### src/rtl/motor_speed_ramp.sv
// Soft-start/soft-stop speed command stage feeding the motor PWM generator.
// Optional MOTOR_RAMP_DIR_EN adds dir_req/dir with a forced ramp to zero on direction change.
module motor_speed_ramp #(
  parameter int unsigned ARM_TICKS  = 1000,
  parameter int unsigned UP_TICKS   = 1000000,
  parameter int unsigned DOWN_TICKS = 500000,
  parameter int unsigned CNT_W      = 24
) (
  input  logic       clk,
  input  logic       rst,
  input  logic [3:0] target,
  input  logic       enable,
  input  logic       estop,
`ifdef MOTOR_RAMP_DIR_EN
  input  logic       dir_req,
  output logic       dir,
`endif
  output logic [3:0] speed,
  output logic       activate,
  output logic       at_target,
  output logic       fault,
  output logic [2:0] state
);

  typedef enum logic [2:0] {
    S_IDLE  = 3'd0,
    S_ARM   = 3'd1,
    S_UP    = 3'd2,
    S_HOLD  = 3'd3,
    S_DOWN  = 3'd4,
    S_STOP  = 3'd5,
    S_FAULT = 3'd6
  } state_t;

  localparam logic [CNT_W-1:0] ARM_LAST  = CNT_W'(ARM_TICKS - 1);
  localparam logic [CNT_W-1:0] UP_LAST   = CNT_W'(UP_TICKS - 1);
  localparam logic [CNT_W-1:0] DOWN_LAST = CNT_W'(DOWN_TICKS - 1);

  state_t           st_q, st_d;
  logic [CNT_W-1:0] cnt_q, cnt_d, last;
  logic [3:0]       spd_d;
  logic             act_d, fire, force_dir;
  logic             dir_q, dir_d, dir_in;

`ifdef MOTOR_RAMP_DIR_EN
  assign dir_in = dir_req;
  assign dir    = dir_q;
`else
  assign dir_in = 1'b0;
`endif

  // A direction mismatch while driving forces a ramp to zero before re-arming.
  assign force_dir = activate && (dir_in != dir_q);
  assign fire      = (cnt_q >= last);
  assign state     = st_q;

  always_comb begin
    case (st_q)
      S_ARM:   last = ARM_LAST;
      S_UP:    last = UP_LAST;
      default: last = DOWN_LAST;
    endcase
  end

  always_comb begin
    st_d  = st_q;
    spd_d = speed;
    act_d = activate;
    dir_d = dir_q;
    case (st_q)
      S_IDLE: begin
        spd_d = '0;
        act_d = 1'b0;
        dir_d = dir_in;
        if (enable) begin
          st_d  = S_ARM;
          act_d = 1'b1;
        end
      end
      S_ARM: begin
        spd_d = '0;
        act_d = 1'b1;
        if (!enable) st_d = S_STOP;
        else if (fire) begin
          dir_d = dir_in;
          st_d  = (target != 4'd0) ? S_UP : S_HOLD;
        end
      end
      S_UP: begin
        if (!enable) st_d = S_STOP;
        else if (force_dir) st_d = (speed == 4'd0) ? S_ARM : S_DOWN;
        else if (target < speed) st_d = S_DOWN;
        else if (target == speed) st_d = S_HOLD;
        else if (fire) begin
          spd_d = speed + 4'd1;
          if ((speed + 4'd1) == target) st_d = S_HOLD;
        end
      end
      S_HOLD: begin
        if (!enable) st_d = S_STOP;
        else if (force_dir) st_d = (speed == 4'd0) ? S_ARM : S_DOWN;
        else if (target > speed) st_d = S_UP;
        else if (target < speed) st_d = S_DOWN;
      end
      S_DOWN: begin
        if (!enable) st_d = S_STOP;
        else if (force_dir) begin
          if (speed == 4'd0) st_d = S_ARM;
          else if (fire) begin
            spd_d = speed - 4'd1;
            if (speed == 4'd1) st_d = S_ARM;
          end
        end
        else if (target > speed) st_d = S_UP;
        else if (target == speed) st_d = S_HOLD;
        else if (fire) begin
          spd_d = speed - 4'd1;
          if ((speed - 4'd1) == target) st_d = S_HOLD;
        end
      end
      S_STOP: begin
        if (speed == 4'd0) st_d = S_IDLE;
        else if (fire) spd_d = speed - 4'd1;
      end
      S_FAULT: begin
        spd_d = '0;
        act_d = 1'b0;
        if (!enable) st_d = S_IDLE;
      end
      default: st_d = S_IDLE;
    endcase

    // Activate drops on the very cycle the stop ramp lands on zero.
    if (st_d == S_STOP && spd_d == 4'd0) act_d = 1'b0;

    if (estop) begin
      st_d  = S_FAULT;
      spd_d = '0;
      act_d = 1'b0;
    end

    if (st_d != st_q) cnt_d = '0;
    else if (st_q == S_ARM || st_q == S_UP || st_q == S_DOWN || st_q == S_STOP)
      cnt_d = fire ? '0 : cnt_q + CNT_W'(1);
    else cnt_d = '0;
  end

  always_ff @(posedge clk) begin
    if (rst) begin
      st_q      <= S_IDLE;
      speed     <= '0;
      activate  <= 1'b0;
      at_target <= 1'b0;
      fault     <= 1'b0;
      cnt_q     <= '0;
      dir_q     <= 1'b0;
    end else begin
      st_q      <= st_d;
      speed     <= spd_d;
      activate  <= act_d;
      at_target <= (st_d == S_HOLD);
      fault     <= (st_d == S_FAULT);
      cnt_q     <= cnt_d;
      dir_q     <= dir_d;
    end
  end

endmodule

### config.mk
export PLATFORM = sky130hd
export DESIGN_NAME = motor_speed_ramp
export DESIGN_NICKNAME = d
export VERILOG_FILES = /design/src/rtl/motor_speed_ramp.sv
export SDC_FILE = /design/constraint.sdc
export NUM_CORES = 1
export LEC_CHECK = 0
export ABC_AREA = 1
export CORE_ASPECT_RATIO = 1.2
export CORE_UTILIZATION = 29
export DETAILED_ROUTE_END_ITERATION = 8
export SKIP_CTS_REPAIR_TIMING = 1
export SYNTH_ARGS = -nofsm -noshare
export SYNTH_HDL_FRONTEND = slang
export SYNTH_SLANG_ARGS = --single-unit
export TNS_END_PERCENT = 10
### constraint.sdc
create_clock -name clk -period 6 [get_ports clk]
set_input_delay 1.8 -clock clk [delete_from_list [all_inputs] [get_ports clk]]
set_output_delay 1.8 -clock clk [all_outputs]
set_load 0.02 [all_outputs]
==> Word level (Yosys, flattened, before mapping) <==
Index checks and enable logic that the tools add are counted.
W data, S select, Z words.
{ "word_totals": {"elab_cells": 92, "ff_bits": 35, "inputBits": 8, "output_inout_bits": 10} }
{ "classes": {"order_cmp": 3, "mux": 46, "n_eq_ne": 16, "n_addsub": 3, "n_bitwise": 1, "reduce_logical": 16} }
{ "ops": {"columns": ["cell", "n"], "rows": [
  ["$mux W3", 26],
  ["$mux W4", 11],
  ["$pmux W20 S2", 1],
  ["$add A24 B1 Y24 const B", 1],
  ["$ge A24 B24 Y1", 1],
  ["$pmux W3 S7", 1],
  ["$pmux W4 S4", 1],
  ["$eq A3 B3 Y1 const B", 5],
  ["$eq A4 B4 Y1", 3],
  ["$eq A3 B2 Y1 const B", 3],
  ["$logic_not A4 Y1", 2],
  ["$reduce_or A3 Y1", 2],
  ["$add A4 B1 Y4 const B", 1],
  ["$eq A4 B1 Y1 const B", 1],
  ["$gt A4 B4 Y1", 1],
  ["$lt A4 B4 Y1", 1],
  ["$mux W1", 4],
  ["$ne A2 B2 Y1 const B", 2],
  ["$reduce_bool A4 Y1", 1],
  ["$reduce_or A4 Y1", 1],
  ["$sub A4 B1 Y4 const B", 1],
  ["$eq A3 B1 Y1 const B", 1],
  ["$logic_not A3 Y1", 1],
  ["$logic_or A1 B1 Y1", 3],
  ["other kinds (9)", 10]
]} }

==> Longest topological paths before layout <==
{ "logic_depth": {"ltp_word": 12, "depth_mapped": 24, "depth_no_buf": 22} }

==> Worst setup path after synthesis <==
Ideal clock, no wire load.
{ "synth_path": {"kind": "input port to flip-flop", "from": "input port target[1]", "to": "register cnt_q[13]", "stages": 14, "setup_slack_ps": 2595, "setup_time_ps": 62, "required_ps": 5938, "t_arrival_ps": 3343, "n_path_buf": 1, "cell_sequence": "ha_1 > inv_1 > o21bai_1 > nand2_1 > nand2_1 > a21boi_1 > nor3_4 > nand3_2 > nand2_1 > nand3_1 > nor2_1 > nand2_2 > buf_6 > nor2_2"} }
{ "synth_via": {"elab_chain_cells": 11, "word_cells_on_any_way": 29, "cone_classes": "order compare (2); eq/ne (4); mux (21); reduce/logical (2)"} }
{ "synth_lines": {"columns": ["element", "line_no", "rtl"], "rows": [
  ["start, declared", "11", "input logic [3:0] target,"],
  ["$eq A4 B4 Y1, on equally long branches", "118, 96", null],
  ["$mux W3, on equally long branches", "118, 96", null],
  ["$mux W3, on equally long branches", "116, 94", null],
  ["$mux W3, on equally long branches", "115, 93", null],
  ["$mux W3, on equally long branches", "114, 92", null],
  ["$mux W3, on equally long branches", "107, 91", null],
  ["$mux W3, on equally long branches", "106, 90", null],
  ["$pmux W3 S7 *", "70", "case (st_q)"],
  ["$mux W3 *", "136", "if (estop) begin"],
  ["$ne A3 B3 Y1 *", "142", "if (st_d != st_q) cnt_d = '0;"],
  ["$reduce_or A4 Y1 (no line) *", null, null],
  ["end signal, assigned", "163", "cnt_q <= cnt_d;"],
  ["end, declared", "40", "logic [CNT_W-1:0] cnt_q, cnt_d, last;"]
]} }
Mark *: on every way between the ends. The rest lies on a longest branch, timed or not.
A chain may end at the register's enable or synchronous reset.

==> Worst setup path in the final report <==
{ "layout_path": {"from": "input port target[3]", "to": "register cnt_q[14]"} }
The elaborated chain is that of the path after synthesis.

==> metrics.txt <==
status finished, final reports clean; drt drc 0; Site Rows 37; drt pass-1 iters 4; WL final between 5 and 6 mm; total grt overflow 0; Yosys warning total 0; worst-path fanout max 21; top cells by area, synth dfxtp_1 26%, nand2_1 14%, ha_1 10%, nand3_1 7.3%, inv_1 6.4%; most frequent cells in the layout 98 x nand2_1, 44 x inv_1, 39 x nor2_1, 38 x nand3_1, 34 x dfxtp_1; drt first-iter violations 76; initial antenna violation count 0; hold_ws 0.457 ns; Peak VDD IR 0.102 mV; clock-pin slew on the worst setup and hold paths approximately 0.070 ns; FMAX 241 MHz; maximum buffer depth of the clock tree 2; H-tree depth 2; routed len/inst 10.9 um; Die ar. 0.00933 mm^2; RSZ-0062 raised after global routing no; die width 88.3 um; leakage 1.36 nW; Core Box Area 0.00861 mm^2; crit share post-route 0.691; Worst Reg-to-Reg Cells 21; first-pass GRT wire length 10.2 mm; PortBufs 17; register area 681 um^2; worst skew pair latency ~0.28 ns; mean post-synth cell area 6.62 um^2; Final Hold Violating Endpoints 0; worst path required time 6.21 ns; flops & latches, synth 34; Total Routing Usage GR 0.137; CTS tree yes; Worst Tran Pin Value 0.638 ns; setup ws final 1.86 ns; commonest non-fill, non-tap cell in the layout nand2_1; post-synth top area share 0.262; Cell Pwr Density 173 mW/mm^2; Hold Path Stages 1; multi-input logic area about 0.0016 mm^2; vias in the first global route roughly 2300; CP Class input port to flop; crit start category input port; Vias around 2400; pre-CTS setup slack 1.56 ns; Final Slew Violations 0; fill count 997; Die H 106 um; Starting Density 0.301; Layout Skew around 0.0047 ns; TNS Setup 0 ns; Mapped Area 0.00259 mm^2; Area growth, synth to finish 14.7%; Mapped Cells 392; clk root buf clkbuf_8; GP Congestion 0.832; # diodes 0; worst hold path class flop to flop; Period minus WS final 4.14 ns; Yosys top cell by area dfxtp_1; Setup crit end kind flop; half-perimeter wire length after detailed placement approximately 4.6 mm; final setup fails 0; Arr. time, crit path 4.36 ns; Sink Count 34; Synth cell types 34; largest net degree at the start of global routing 22; layout cells sized above 1 0.145; Final #Nets 443; vias per inst 4.52; Routed Antenna Nets 0; post-synthesis sequential area ratio 0.262; Max-Cap Viols 0; Slew headroom 0.573; # IOs 18; Num CTS Buffers 5
-- worst paths after layout --
| path | slack, ns | from | end |
|---|---|---|---|
| setup / recovery | 1.86 | target[3] | cnt_q[14] |
| setup reg to reg | 2.71 | state[1] | cnt_q[8] |
| hold reg to reg | 0.46 | cnt_q[0] | cnt_q[0] |
| hold / removal | 0.46 | cnt_q[0] | cnt_q[0] |
-- kinds of logic (layout without fill, tap and decap cells) --
logic type               count (synthesis)  after routing  share of synthesized area
other                                    1              3                    0.00145
flip-flops                              34             34                      0.262
AND/OR/NAND/NOR                        225            225                      0.407
buffers and inverters                   67             88                      0.105
adder cells (fa/ha/maj)                 21             21                      0.101
XOR/XNOR                                18             18                     0.0608
AO/OA/AOI/OAI                           26             26                     0.0617
-- flip-flops by register name, indices dropped and copies added, names as in the netlist --
signal / cells
state: 3
cnt_q: 24
at_target: 1
fault: 1
activate: 1
speed: 4
-- layer usage --
layer  part of all wire  vias up  track usage
met5                  0        -            0
met4              0.021        0       0.0415
met3              0.020       13       0.0243
met2               0.51       24        0.246
met1               0.45     1084        0.162
li1                   -     1285            -
-- critical path: stages --
cell and delay [ns]:
clkdlybuf4s50_1 0.50, ha_1 0.35, a21oi_1 0.18, nand2_1 0.16, nand2_1 0.09, nand3_1 0.08, a21oi_1 0.12, nand3_1 0.09
nand2_1 0.11, nand2_1 0.08, nand2_1 0.06, nand2_1 0.05, nor2_1 0.12, nand2_2 0.37, nor2_2 0.19
-- layout make-up --
type	count	share of cell area
Clock buffer	7	0.0290
Clock inverter	1	0.00168
Timing Repair Buffer	17	0.0572
Sequential cell	34	0.229
Tap cell	117	0.0492
Inverter	63	0.0799
Multi-Input combinational cell	293	0.554
-- cells in the mapped netlist --
cell       n
a21boi_1   1
a21oi_1   12
a31oi_1    1
and3_1     1
buf_2      1
buf_4      1
buf_6      2
clkinv_1   1
clkinv_2   1
conb_1     1
dfxtp_1   34
ha_1      21
inv_1     44
inv_2     17
nand2_1   98
nand2_2    5
nand3_1   38
nand3_2    4
nand3_4    1
nand3b_1   1
nand4_1    8
nor2_1    39
nor2_2    21
nor3_1     5
nor3_2     2
nor3_4     1
nor4_1     1
o211ai_1   2
o211ai_4   1
o21ai_0    5
o21ai_1    2
o21bai_1   2
xnor2_1    5
xor2_1    13
-- per-stage QoR --
stage	utilization	area (um^2)	power, mW	cells
after global placement	0.335	2880	0.344	524
after CTS	0.345	2970	0.521	532
after global routing	0.345	2970	0.543	532
after detailed placement	0.335	2880	0.346	524
after floorplan	-	2600	0.315	394
final	0.345	2970	0.513	532
-- where the power goes --
part	total (mW)	internal (mW)	switching (mW)	leakage, nW
combinational	0.103	0.0388	0.0643	1.03
clock	0.173	0.0925	0.0806	0.0482
sequential	0.237	0.230	0.00689	0.276
(Power assumes the default switching activity.)
==> patch (config.mk and constraints unchanged) <==
Register the output `fault` once more, cleared by the reset; this adds one clock of latency there. The other outputs are not delayed to match.
--- a/src/rtl/motor_speed_ramp.sv
+++ b/src/rtl/motor_speed_ramp.sv
@@ -37,2 +37,4 @@
   localparam logic [CNT_W-1:0] DOWN_LAST = CNT_W'(DOWN_TICKS - 1);
+
+  logic fault_s0;
 
@@ -153,3 +155,3 @@
       at_target <= 1'b0;
-      fault     <= 1'b0;
+      fault_s0  <= 1'b0;
       cnt_q     <= '0;
@@ -161,3 +163,3 @@
       at_target <= (st_d == S_HOLD);
-      fault     <= (st_d == S_FAULT);
+      fault_s0  <= (st_d == S_FAULT);
       cnt_q     <= cnt_d;
@@ -167,2 +169,10 @@
 
+  always_ff @(posedge clk) begin
+    if (rst) begin
+      fault <= '0;
+    end else begin
+      fault <= fault_s0;
+    end
+  end
+
 endmodule
Check against the original RTL: not equivalent (Yosys sat finds a counterexample within 4 cycles, from zero or initial values and one cycle with rst high).
==> patch against the original RTL <==
- sequential share of layout area grew 0.33 points
- first-iteration DRC count is 16% higher
- count of clock-buffer cells in the layout fell by 2
- power increased by 9.6%
- cell area rose by 1.5%
- routed wire length down 1.7%
- sequential cell count up 1
- core utilization rose by 0.32 points
- area after synthesis rose by 0.39%
- setup slack worse by 120 ps
- largest cell class unchanged
==> patch: results (changes against the original RTL) <==
Pin count of the biggest net entering global routing: 22 (unchanged)
Proportion of register bits with asynchronous set or reset after synthesis: 0 (unchanged)
Detailed-routing iteration count for the pre-antenna-repair pass: 6 (was 4)
Wire length of the first global-routing pass: 9901 um (was 10,160 um)
Largest fanout on the critical path: 21 (unchanged)
Fin Clk Skew: 13.99 ps (was 4.655 ps)
Number of violations reported at the end of detailed-routing iteration 0: 88 (was 76)
Synthesis Warnings: 0 (unchanged)
Worst Min Path Start: fault_s0 (was cnt_q[0])
Instance area after placement: 2905 um2 (was 2883 um2)
Max reg flops: 24 (unchanged)
Slowest stage delay, CP: 470 ps (was 500 ps)
Share of final-layout standard cells stronger than drive strength 1: 0.1314 (was 0.1446)
Synth Area per Inst: 6.745 um2 (was 6.617 um2)
Biggest register: cnt_q (unchanged)
H-Tree Level Count: 2 (unchanged)
Path type of the worst min-delay path: reg -> reg (unchanged)
Clock-pin transition on the worst setup and hold timing paths: 80 ps
Worst hold slack: 408.1 ps (was 456.8 ps)
Sequential cell area fraction in the yosys report: 0.2691 (was 0.2624)
Initial antenna violation count: 0 (unchanged)
Placer Congestion: 0.9171 (was 0.8316)
Worst r2r path cells: 21 (unchanged)
Maximum vdd ir drop: 84.51 uV (was 102.1 uV)
Number of clock buffers inserted by TritonCTS: 5 (unchanged)
Count of nets after finishing: 439 (was 443)
Routed length per placed instance: 10.79 um (was 10.89 um)
Number of buffers added on ports: 17 (unchanged)
Top post-synthesis cells by area: dfxtp_1 27%, nand2_1 13%, ha_1 10% (was dfxtp_1 26%, nand2_1 14%, ha_1 10%)
DP HPWL: 4449 um (was 4644 um)
Highest-delay cell along the critical path: clkdlybuf4s50_1 (unchanged)
Yosys cell types: 34 (unchanged)
Static leakage: 1.340 nW (was 1.358 nW)
Slew of the pin with the lowest slew margin: 615.6 ps (was 638.4 ps)
FF-to-FF End: cnt_q[7] (was cnt_q[8])
Count of antenna diodes in the layout: 0 (unchanged)
Status: completed (unchanged)
DP Cell Count: 520 (was 524)
Latest clock arrival within the worst-skew pair: 300 ps (was 280 ps)
Hold EP: fault (was cnt_q[0])
Root Buffer Master: clkbuf_8 (unchanged)
All-Layer GR Usage: 0.1329 (was 0.1371)
Maximum root-to-sink buffer count: 2 (unchanged)
Number of global-route vias before repair: 2,352 (was 2,305)
Worst setup timing slack at the placement stage: 1432 ps (was 1558 ps)
Mean number of vias per cell: 4.517 (was 4.523)
Fillers: 940 (was 997)
Final wirelength: 5699 um (was 5795 um)
Top cells by instance count after synthesis: 88 x nand2_1, 53 x inv_1, 49 x nor2_1, 35 x dfxtp_1, 31 x nand3_1 (was 98 x nand2_1, 44 x inv_1, 39 x nor2_1, 38 x nand3_1, 34 x dfxtp_1)
Primary FF master, synth: dfxtp_1 (unchanged)
Upper clock frequency limit: 234.4 MHz (was 241.3 MHz)
Worst Hold Depth: 2 (was 1)
Arrival @ worst endpoint: 4480 ps (was 4360 ps)
Setup slack of the worst register-to-register path: 2690 ps (was 2710 ps)
Startpoint of the worst-slack reg-to-reg timing path: state[0] (was state[1])
## patch: power breakdown
group | switching (mW) | total, mW | internal (mW) | leakage, nW
Sequential | 0.00568 | 0.243 | 0.237 | 0.284
Clock | 0.0949 | 0.219 | 0.124 | 0.0581
Combinational | 0.0630 | 0.101 | 0.0380 | 0.997
## patch: worst max-delay path: cells and delay by family
family | cells | cell delay, ps
buf+inv | 3 | 590
compound gates | 1 | 200
fa+ha+maj | 1 | 330
simple gates | 10 | 1540
## patch: worst max path at each step
stage	from	end	cells past startpoint
global placement	target[1]	cnt_q[3]	15
CTS	target[1]	cnt_q[7]	15
finish	target[1]	cnt_q[7]	15
global route	target[1]	cnt_q[9]	15
floorplan	target[1]	cnt_q[10]	15
detailed placement	target[1]	cnt_q[13]	15
## patch: layout make-up
| cell class | count | area (um2) | area share |
|---|---|---|---|
| clock inverter | 3 | 43.79 | 0.01451 |
| multi-input combinational | 292 | 1663 | 0.5510 |
| clock buffer | 5 | 68.82 | 0.02280 |
| timing repair buffer | 18 | 177.7 | 0.05887 |
| tap | 117 | 146.4 | 0.04851 |
| sequential | 35 | 700.7 | 0.2322 |
| inverter | 58 | 217.7 | 0.07214 |
## patch: cell families (layout without fill, tap and decap cells)
family / count (synthesis) / after routing / synth area share
AO/OA/AOI/OAI: 25 / 25 / 0.05574
XOR/XNOR: 20 / 20 / 0.06727
adder cells (fa/ha/maj): 21 / 21 / 0.1009
buffers and inverters: 61 / 84 / 0.09515
flip-flops: 35 / 35 / 0.2691
other: 1 / 3 / 0.001440
AND/OR/NAND/NOR: 223 / 223 / 0.4104
## patch: metal layers
layer,global-route usage,up-vias,part of all wire
met3,0.02036,16,0.033
met1,0.1516,1061,0.44
met2,0.2335,47,0.49
met4,0.06797,0,0.034
met5,0,-,0
li1,-,1261,-
